--- src/rtl/instr_sequencer.sv ---
// -----------------------------------------------------------------------------
// instr_sequencer
// Instruction-cycle state machine feeding the control unit. Walks the fetch
// states, decodes the IR opcode in fetch5, steps through each instruction's
// execute states, and tracks halt / illegal-opcode / timeout status plus a
// retired-instruction counter.
//
// Optional feature: define SEQ_TIMEOUT_EN to bound memory wait states to
// TIMEOUT_CYCLES consecutive stalled cycles. Without it, wait states hold
// indefinitely and `timeout` stays 0.
// -----------------------------------------------------------------------------
module instr_sequencer #(
   parameter int                  OPCODE_W    = 8,
   parameter logic [OPCODE_W-1:0] HALT_OPCODE = 8'hFF
`ifdef SEQ_TIMEOUT_EN
   ,
   parameter int                  TIMEOUT_CYCLES = 255
`endif
) (
   input  logic                clock,
   input  logic                reset_n,
   input  logic                start,
   input  logic [OPCODE_W-1:0] ir_opcode,
   input  logic                mem_ready,
   output logic [5:0]          state,
   output logic                busy,
   output logic                halted,
   output logic                illegal_op,
   output logic                timeout,
   output logic [15:0]         instr_count
);

   // Encodings are shared with the control unit and must not change.
   typedef enum logic [5:0] {
      S_IDLE   = 6'd0,
      S_FETCH1 = 6'd1,
      S_FETCH2 = 6'd2,
      S_FETCH3 = 6'd3,
      S_FETCH4 = 6'd4,
      S_FETCH5 = 6'd5,
      S_CLAC   = 6'd6,
      S_LDAC1  = 6'd7,
      S_LDAC2  = 6'd8,
      S_LDAC3  = 6'd9,
      S_LDAC4  = 6'd10,
      S_STAC1  = 6'd11,
      S_STAC2  = 6'd12,
      S_STAC3  = 6'd13,
      S_STAC4  = 6'd14,
      S_MVACR  = 6'd15,
      S_MVRAC  = 6'd16,
      S_ADD    = 6'd17,
      S_MUL    = 6'd18
   } state_e;

   state_e        state_q, state_d;
   logic          halted_q, halted_d;
   logic          illegal_q, illegal_d;
   logic          timeout_q, timeout_d;
   logic [15:0]   count_q, count_d;

   // Per-cycle events produced by the next-state logic.
   logic          flag_clr;
   logic          halt_set;
   logic          illegal_set;
   logic          timeout_set;
   logic          retire;
   logic          stall_limit;

`ifdef SEQ_TIMEOUT_EN
   localparam int CNT_W = $clog2(TIMEOUT_CYCLES + 1);

   logic             in_wait;
   logic [CNT_W-1:0] wait_q, wait_d;

   // Stall counter: counts consecutive mem_ready-low cycles in a wait state,
   // and is zero whenever the machine is outside a wait state.
   always_comb begin
      in_wait     = (state_q == S_FETCH3) || (state_q == S_LDAC3) || (state_q == S_STAC3);
      wait_d      = (in_wait && !mem_ready) ? wait_q + 1'b1 : '0;
      stall_limit = (wait_q == CNT_W'(TIMEOUT_CYCLES - 1));
   end

   // Stall counter register.
   always_ff @(posedge clock or negedge reset_n) begin
      if (!reset_n) wait_q <= '0;
      else          wait_q <= wait_d;
   end
`else
   assign stall_limit = 1'b0;
`endif

   // State register.
   always_ff @(posedge clock or negedge reset_n) begin
      // NOTE: sequential state uses non-blocking assignments so every register
      // samples pre-edge values regardless of block ordering.
      if (!reset_n) state_q <= S_IDLE;
      else          state_q <= state_d;
   end

   // Next-state logic: sequencing, opcode decode and status events.
   always_comb begin
      // NOTE: every comb output gets a default first so no path infers a latch.
      state_d     = state_q;
      flag_clr    = 1'b0;
      halt_set    = 1'b0;
      illegal_set = 1'b0;
      timeout_set = 1'b0;
      retire      = 1'b0;
      case (state_q)
         S_IDLE: begin
            if (start) begin
               state_d  = S_FETCH1;
               flag_clr = 1'b1;
            end
         end
         S_FETCH1: state_d = S_FETCH2;
         S_FETCH2: state_d = S_FETCH3;
         S_FETCH3: begin
            if (mem_ready) state_d = S_FETCH4;
            else if (stall_limit) begin
               state_d     = S_IDLE;
               timeout_set = 1'b1;
            end
         end
         S_FETCH4: state_d = S_FETCH5;
         S_FETCH5: begin
            if      (ir_opcode == OPCODE_W'(1)) state_d = S_CLAC;
            else if (ir_opcode == OPCODE_W'(2)) state_d = S_LDAC1;
            else if (ir_opcode == OPCODE_W'(3)) state_d = S_STAC1;
            else if (ir_opcode == OPCODE_W'(4)) state_d = S_MVACR;
            else if (ir_opcode == OPCODE_W'(5)) state_d = S_MVRAC;
            else if (ir_opcode == OPCODE_W'(6)) state_d = S_ADD;
            else if (ir_opcode == OPCODE_W'(7)) state_d = S_MUL;
            else if (ir_opcode == HALT_OPCODE) begin
               state_d  = S_IDLE;
               halt_set = 1'b1;
               retire   = 1'b1;
            end else begin
               state_d     = S_FETCH1;
               illegal_set = 1'b1;
            end
         end
         S_CLAC, S_MVACR, S_MVRAC, S_ADD, S_MUL: begin
            state_d = S_FETCH1;
            retire  = 1'b1;
         end
         S_LDAC1: state_d = S_LDAC2;
         S_LDAC2: state_d = S_LDAC3;
         S_LDAC3: begin
            if (mem_ready) state_d = S_LDAC4;
            else if (stall_limit) begin
               state_d     = S_IDLE;
               timeout_set = 1'b1;
            end
         end
         S_LDAC4: begin
            state_d = S_FETCH1;
            retire  = 1'b1;
         end
         S_STAC1: state_d = S_STAC2;
         S_STAC2: state_d = S_STAC3;
         S_STAC3: begin
            if (mem_ready) state_d = S_STAC4;
            else if (stall_limit) begin
               state_d     = S_IDLE;
               timeout_set = 1'b1;
            end
         end
         S_STAC4: begin
            state_d = S_FETCH1;
            retire  = 1'b1;
         end
         default: begin
            // Corrupted encoding: recover to idle and flag it.
            state_d     = S_IDLE;
            illegal_set = 1'b1;
         end
      endcase
   end

   // Sticky status flags and retire counter next values.
   always_comb begin
      if (flag_clr) begin
         halted_d  = 1'b0;
         illegal_d = 1'b0;
         timeout_d = 1'b0;
      end else begin
         halted_d  = halted_q  | halt_set;
         illegal_d = illegal_q | illegal_set;
         timeout_d = timeout_q | timeout_set;
      end
      count_d = retire ? count_q + 16'd1 : count_q;
   end

   // Status and counter registers.
   always_ff @(posedge clock or negedge reset_n) begin
      if (!reset_n) begin
         halted_q  <= 1'b0;
         illegal_q <= 1'b0;
         timeout_q <= 1'b0;
         count_q   <= 16'd0;
      end else begin
         halted_q  <= halted_d;
         illegal_q <= illegal_d;
         timeout_q <= timeout_d;
         count_q   <= count_d;
      end
   end

   // Output decode: everything comes straight from registers.
   always_comb begin
      state       = state_q;
      busy        = (state_q != S_IDLE);
      halted      = halted_q;
      illegal_op  = illegal_q;
      timeout     = timeout_q;
      instr_count = count_q;
   end

endmodule

--- config.mk ---
export PLATFORM = sky130hd
export DESIGN_NAME = instr_sequencer
export DESIGN_NICKNAME = d
export VERILOG_FILES = /design/src/rtl/instr_sequencer.sv
export SDC_FILE = /design/constraint.sdc
export NUM_CORES = 1
export LEC_CHECK = 0
export CAP_MARGIN = 10
export CELL_PAD_IN_SITES_DETAIL_PLACEMENT = 1
export CELL_PAD_IN_SITES_GLOBAL_PLACEMENT = 2
export CORE_ASPECT_RATIO = 0.75
export CORE_MARGIN = 2
export CORE_UTILIZATION = 30
export CTS_BUF_LIST = sky130_fd_sc_hd__clkbuf_4 sky130_fd_sc_hd__clkbuf_8
export DETAILED_ROUTE_END_ITERATION = 10
export GPL_TIMING_DRIVEN = 0
export PLACE_DENSITY = 0.89
export SYNTH_ARGS = -nofsm -noshare
export SYNTH_HDL_FRONTEND = slang
export SYNTH_SLANG_ARGS = --single-unit
--- constraint.sdc ---
create_clock -name clock -period 2.8 [get_ports clock]
set_clock_uncertainty 0.2 [all_clocks]
set_input_delay 0.7 -clock clock [delete_from_list [all_inputs] [get_ports clock]]
set_output_delay 0.7 -clock clock [all_outputs]
set_load 0.01 [all_outputs]
# [After elaboration in Yosys (flattened, before gate mapping)]
# Cells that the tools add are included.
[word_totals] ff_bits=25 latchBits=0 ramBits=0 mem_bits_ro=0 input_bits=12 output_inout_bits=26 word_cells=80 mem_count=0
[classes] n_addsub=1 multipliers=0 n_div=0 n_lt_le_gt_ge=0 n_eq_ne=30 shift=0 n_mux=37 bitwise_logic=2 reduce_logical=5
[ops] operator="$pmux 6 s13" n=1
[ops] operator="$eq 6x4->1 const B" n=8
[ops] operator="$mux 5" n=7
[ops] operator="$eq 8x3->1 const B" n=4
[ops] operator="$eq 6x3->1 const B" n=4
[ops] operator="$mux 6" n=4
[ops] operator="$mux 1" n=23
[ops] operator="$eq 6x5->1 const B" n=3
[ops] operator="$reduce_or 18->1" n=1
[ops] operator="$add 16x1->16 const B" n=1
[ops] operator="$eq 8x2->1 const B" n=2
[ops] operator="$eq 6x2->1 const B" n=2
[ops] operator="$eq 8x1->1 const B" n=1
[ops] operator="$eq 8x8->1 const B" n=1
[ops] operator="$ne 2x2->1 const B" n=4
[ops] operator="$reduce_or 7->1" n=1
[ops] operator="$eq 6x1->1 const B" n=1
[ops] operator="$logic_not 6->1" n=1
[ops] operator="$reduce_bool 6->1" n=1
[ops] operator="$pmux 1 s2" n=2
[ops] operator="$reduce_and 4->1" n=1
[ops] operator="$or 1x1->1" n=2

# [Logic depth before layout (Yosys ltp)]
[depth] word_depth=12 ltp_mapped=7

# [Worst setup path after synthesis]
# No wires, ideal clock.
[synth_path] path_type="input to register" start="input ir_opcode[0]" end="register count_q[15] (netlist: instr_count[15])" arrival_ps=1904 path_slack_ps=572 stages=6 n_path_buf=1 path_cell_list="buf_2 -> nand4_1 -> nor4_4 -> a311oi_4 -> or3_1 -> xnor2_1"
[synth_between] elab_chain_len=10 word_cells_on_any_way=17 cone_classes="8 x eq/ne; 9 x mux"
[synth_lines] element="start, declared" line_no="23" source="input logic [OPCODE_W-1:0] ir_opcode,"
[synth_lines] element="$eq 8x8->1" line_no="135" source="else if (ir_opcode == HALT_OPCODE) begin"
[synth_lines] element="$mux 1" line_no="135"
[synth_lines] element="$mux 1" line_no="134" source="else if (ir_opcode == OPCODE_W'(7)) state_d = S_MUL;"
[synth_lines] element="$mux 1" line_no="133" source="else if (ir_opcode == OPCODE_W'(6)) state_d = S_ADD;"
[synth_lines] element="$mux 1" line_no="132" source="else if (ir_opcode == OPCODE_W'(5)) state_d = S_MVRAC;"
[synth_lines] element="$mux 1" line_no="131" source="else if (ir_opcode == OPCODE_W'(4)) state_d = S_MVACR;"
[synth_lines] element="$mux 1" line_no="130" source="else if (ir_opcode == OPCODE_W'(3)) state_d = S_STAC1;"
[synth_lines] element="$mux 1" line_no="129" source="else if (ir_opcode == OPCODE_W'(2)) state_d = S_LDAC1;"
[synth_lines] element="$mux 1 (*)" line_no="128" source="if (ir_opcode == OPCODE_W'(1)) state_d = S_CLAC;"
[synth_lines] element="$pmux 1 s2 (*)" line_no="110" source="case (state_q)"
[synth_lines] element="end signal, assigned" line_no="207" source="count_q <= count_d;"
[synth_lines] element="end, declared" line_no="60" source="logic [15:0] count_q, count_d;"
# Every way passes the cells marked *; elsewhere a longest branch is shown, timed or not.
# A chain may end at the register's enable or synchronous reset.

# [Worst setup path after layout]
[layout_path] start="register state_q[3] (netlist: state[3])" end="output busy"
[layout_between] elab_chain_len=1
[layout_lines] element="start, declared" line_no="56" source="state_e state_q, state_d;"
[layout_lines] element="start signal, assigned" line_no="98" source="else state_q <= state_d;"
[layout_lines] element="$reduce_bool 6->1" line_no="214" source="busy = (state_q != S_IDLE);"
[layout_lines] element="end, declared" line_no="26" source="output logic busy,"
# No other way between the ends.

==> impl_metrics.tcl <==
set metrics [dict create \
    async_flop_share_pct 100 \
    cts_hold_buffers 0 \
    netlist.top_cell.by_area "dfrtp_1" \
    ys_warn_count 0 \
    ant_nets 0 \
    wl_met3_um 104 \
    vias 1266 \
    cp_max_fo 10 \
    path_buf_inv 3 \
    slowest_stage "dfrtp_1" \
    drc 0 \
    synth_flop_cell "dfrtp_1" \
    fmax_mhz 372 \
    core_mm2 0.00447 \
    ir_drop_mv 0.329 \
    syn-cell-area_mm2 0.00139 \
    cts_buffer_depth 2 \
    die_height_um 63.0 \
    reg2reg_depth 5 \
    htree_levels 1 \
    ys_seq_elements 23 \
    via_per_inst 5.28 \
    cpPeakStageDelay_ps 380 \
    dp_cells 233 \
    cp-end-kind "primary output" \
    yosysSeqAreaShare_pct 41.3 \
    rsz0062_at_grt "false" \
    drt-pass1-iter-count 4 \
    root_buffer "clkbuf_8" \
    placementRows 21 \
    nets 197 \
    power_density_mw_per_mm2 749 \
    dr.first_iter.drc_count 72 \
    run_status "finished, final reports clean" \
    cts_tree "done" \
    reg2reg_from "state[4]$_DFFE_PN0P_" \
    cp.required_ps 1900 \
    path_delay_family "simple AND/OR/NAND/NOR gates" \
    port_buffers 34 \
    netlist_instances 141 \
    hold_path.class "reg2reg" \
    cts_buffers 3 \
    setup-violations-final 0 \
    die_w_um 82.7 \
    min_path_cells 1 \
    synth_edf_count 0 \
    yosys-top-cells-area "dfrtp_1, xor2_1, nor2_1, nor3_2, buf_4" \
    layout_common_cells "clkdlybuf4s50_1, dfrtp_1, xor2_1" \
    hp-start "instr_count[15]$_DFFE_PN0P_" \
    slew_headroom_pct 31.6 \
    final_core_util_pct 42.5 \
    crit_chain "buf_4, or2_4, nor4_4, inv_1, clkdlybuf4s15_1" \
    initial_core_util_pct 31.2 \
    numClockSinks 23 \
    slew_viol_final 0 \
    holdPathEnd "instr_count[15]$_DFFE_PN0P_" \
    worst-endpoint-arrival_ps 1790 \
    stdcell_count 240 \
    post-route-min-period_ps 2690 \
    met2_length_um 2120 \
    start_kind "register" \
    grt_pass1_wl_um 6630 \
    die-area_mm2 0.00521 \
    worst_pin_slew_ps 1020 \
    netlist.area_leader.share_pct 41.3 \
    max_cap_viol_count 0 \
    n_antenna_cell 0 \
    grt_pass1_vias 1306 \
    final_common_cell "clkdlybuf4s50_1" \
    placed_cell_area_mm2 0.00181 \
    drive_gt1_share_pct 15.3 \
    area_growth_pct 36.2 \
    syn_area_per_cell_um2 9.88 \
    gr-usage-all-layers_pct 16.7 \
    ff2ff_setup_slack_ps 370 \
    gp_congestion 0.853 \
    grt_max_degree 24 \
    r2r_end "instr_count[1]$_DFFE_PN0P_" \
    dp_hpwl_um 3230 \
    insertion_delay_ps 260 \
    highest_layer "met4" \
    synth_cell_types 45 \
    p_leak_nw 0.819 \
    wire_per_inst_um 17.1 \
    path_clk_slew_ps 80 \
    grt_overflow 0 \
    antenna_found_initial 0 \
    hold_viol 0 \
    num_io_pins 38 \
    wl_met1_um 1840 \
    fin_area_mm2 0.00190 \
    drt_wl_total_um 4100 \
    fin_crit_sh_pct 96.0 \
    path_class "reg2out" \
]
==> where the power goes <==
part	leakage [nW]	switching (mW)	internal (mW)
logic	0.487	0.383	0.358
registers	0.307	0.0764	0.396
clock network	0.0255	0.107	0.0993
total	0.819	0.566	0.854
==> kinds of logic after synthesis <==
kind of cell,synth area share [%]
compound gates,12.7
xor+xnor,9.43
fa+ha+maj,1.71
buf+inv,5.57
flops,41.3
mux,3.32
other cells,0.269
simple gates,25.7
==> cell usage after synthesis, types with 3 or more instances <==
cell and n:
a21oi_1 7, nor2_1 11, nor4_1 3, xnor2_1 3, xor2_1 12, nand4_1 6, nand2b_1 4, nand2_1 8
buf_4 5, nor3_1 3, o21ai_0 5, nand3_1 7, inv_1 3, dfrtp_1 23, nor3_2 4
==> final cells by class <==
type	instances	area (µm²)
fillers	530	2570
well taps	57	71.3
clock inverters	1	5.00
clock buffers	3	41.3
flip-flops and latches	23	576
inverters	4	15.0
multi-input cells	106	761
repair buffers	37	363
plain buffers	9	65.1
==> what timing repair did <==
item,4_1_cts,5_1_grt
setup buffers,0,3
setup endpoints to repair,1,1
pin swaps,0,1
gates resized for setup,3,4
==> sequential cells by signal, summed over array words and instances, names as in the netlist <==
signal       flops
state            5
illegal_op       1
instr_count     16
halted           1
==> routing by layer <==
metal  global-route usage [%]  vias up
met2                     27.5       23
met1                     23.0      648
met5                        0        -
met4                     3.07        0
li1                         -      591
met3                     2.75        4
==> stage by stage <==
stage | TNS, ps | setup slack, ps | total power [mW] | hold slack [ps]
after CTS | 0 | 63.0 | 1.38 | 287
after detailed placement | -251 | -74.4 | 1.16 | 276
final | 0 | 112 | 1.42 | 280
after global routing | 0 | 23.1 | 1.51 | 309
after floorplan | 0 | 572 | 0.876 | 204
after global placement | -76.9 | -62.0 | 1.12 | 262
==> worst max path at each step <==
| stage | startpoint | to | slack [ps] | cells past startpoint |
|---|---|---|---|---|
| floorplan | ir_opcode[0] | instr_count[15]$_DFFE_PN0P_ | 570 | 6 |
| global placement | state[3]$_DFFE_PN0P_ | busy | -60 | 5 |
| detailed placement | state[3]$_DFFE_PN0P_ | busy | -70 | 5 |
| CTS | state[3]$_DFFE_PN0P_ | busy | 60 | 5 |
| global route | state[3]$_DFFE_PN0P_ | busy | 20 | 5 |
| finish | state[3]$_DFFE_PN0P_ | busy | 110 | 5 |
No activity file was read; power rests on OpenSTA's default activity.
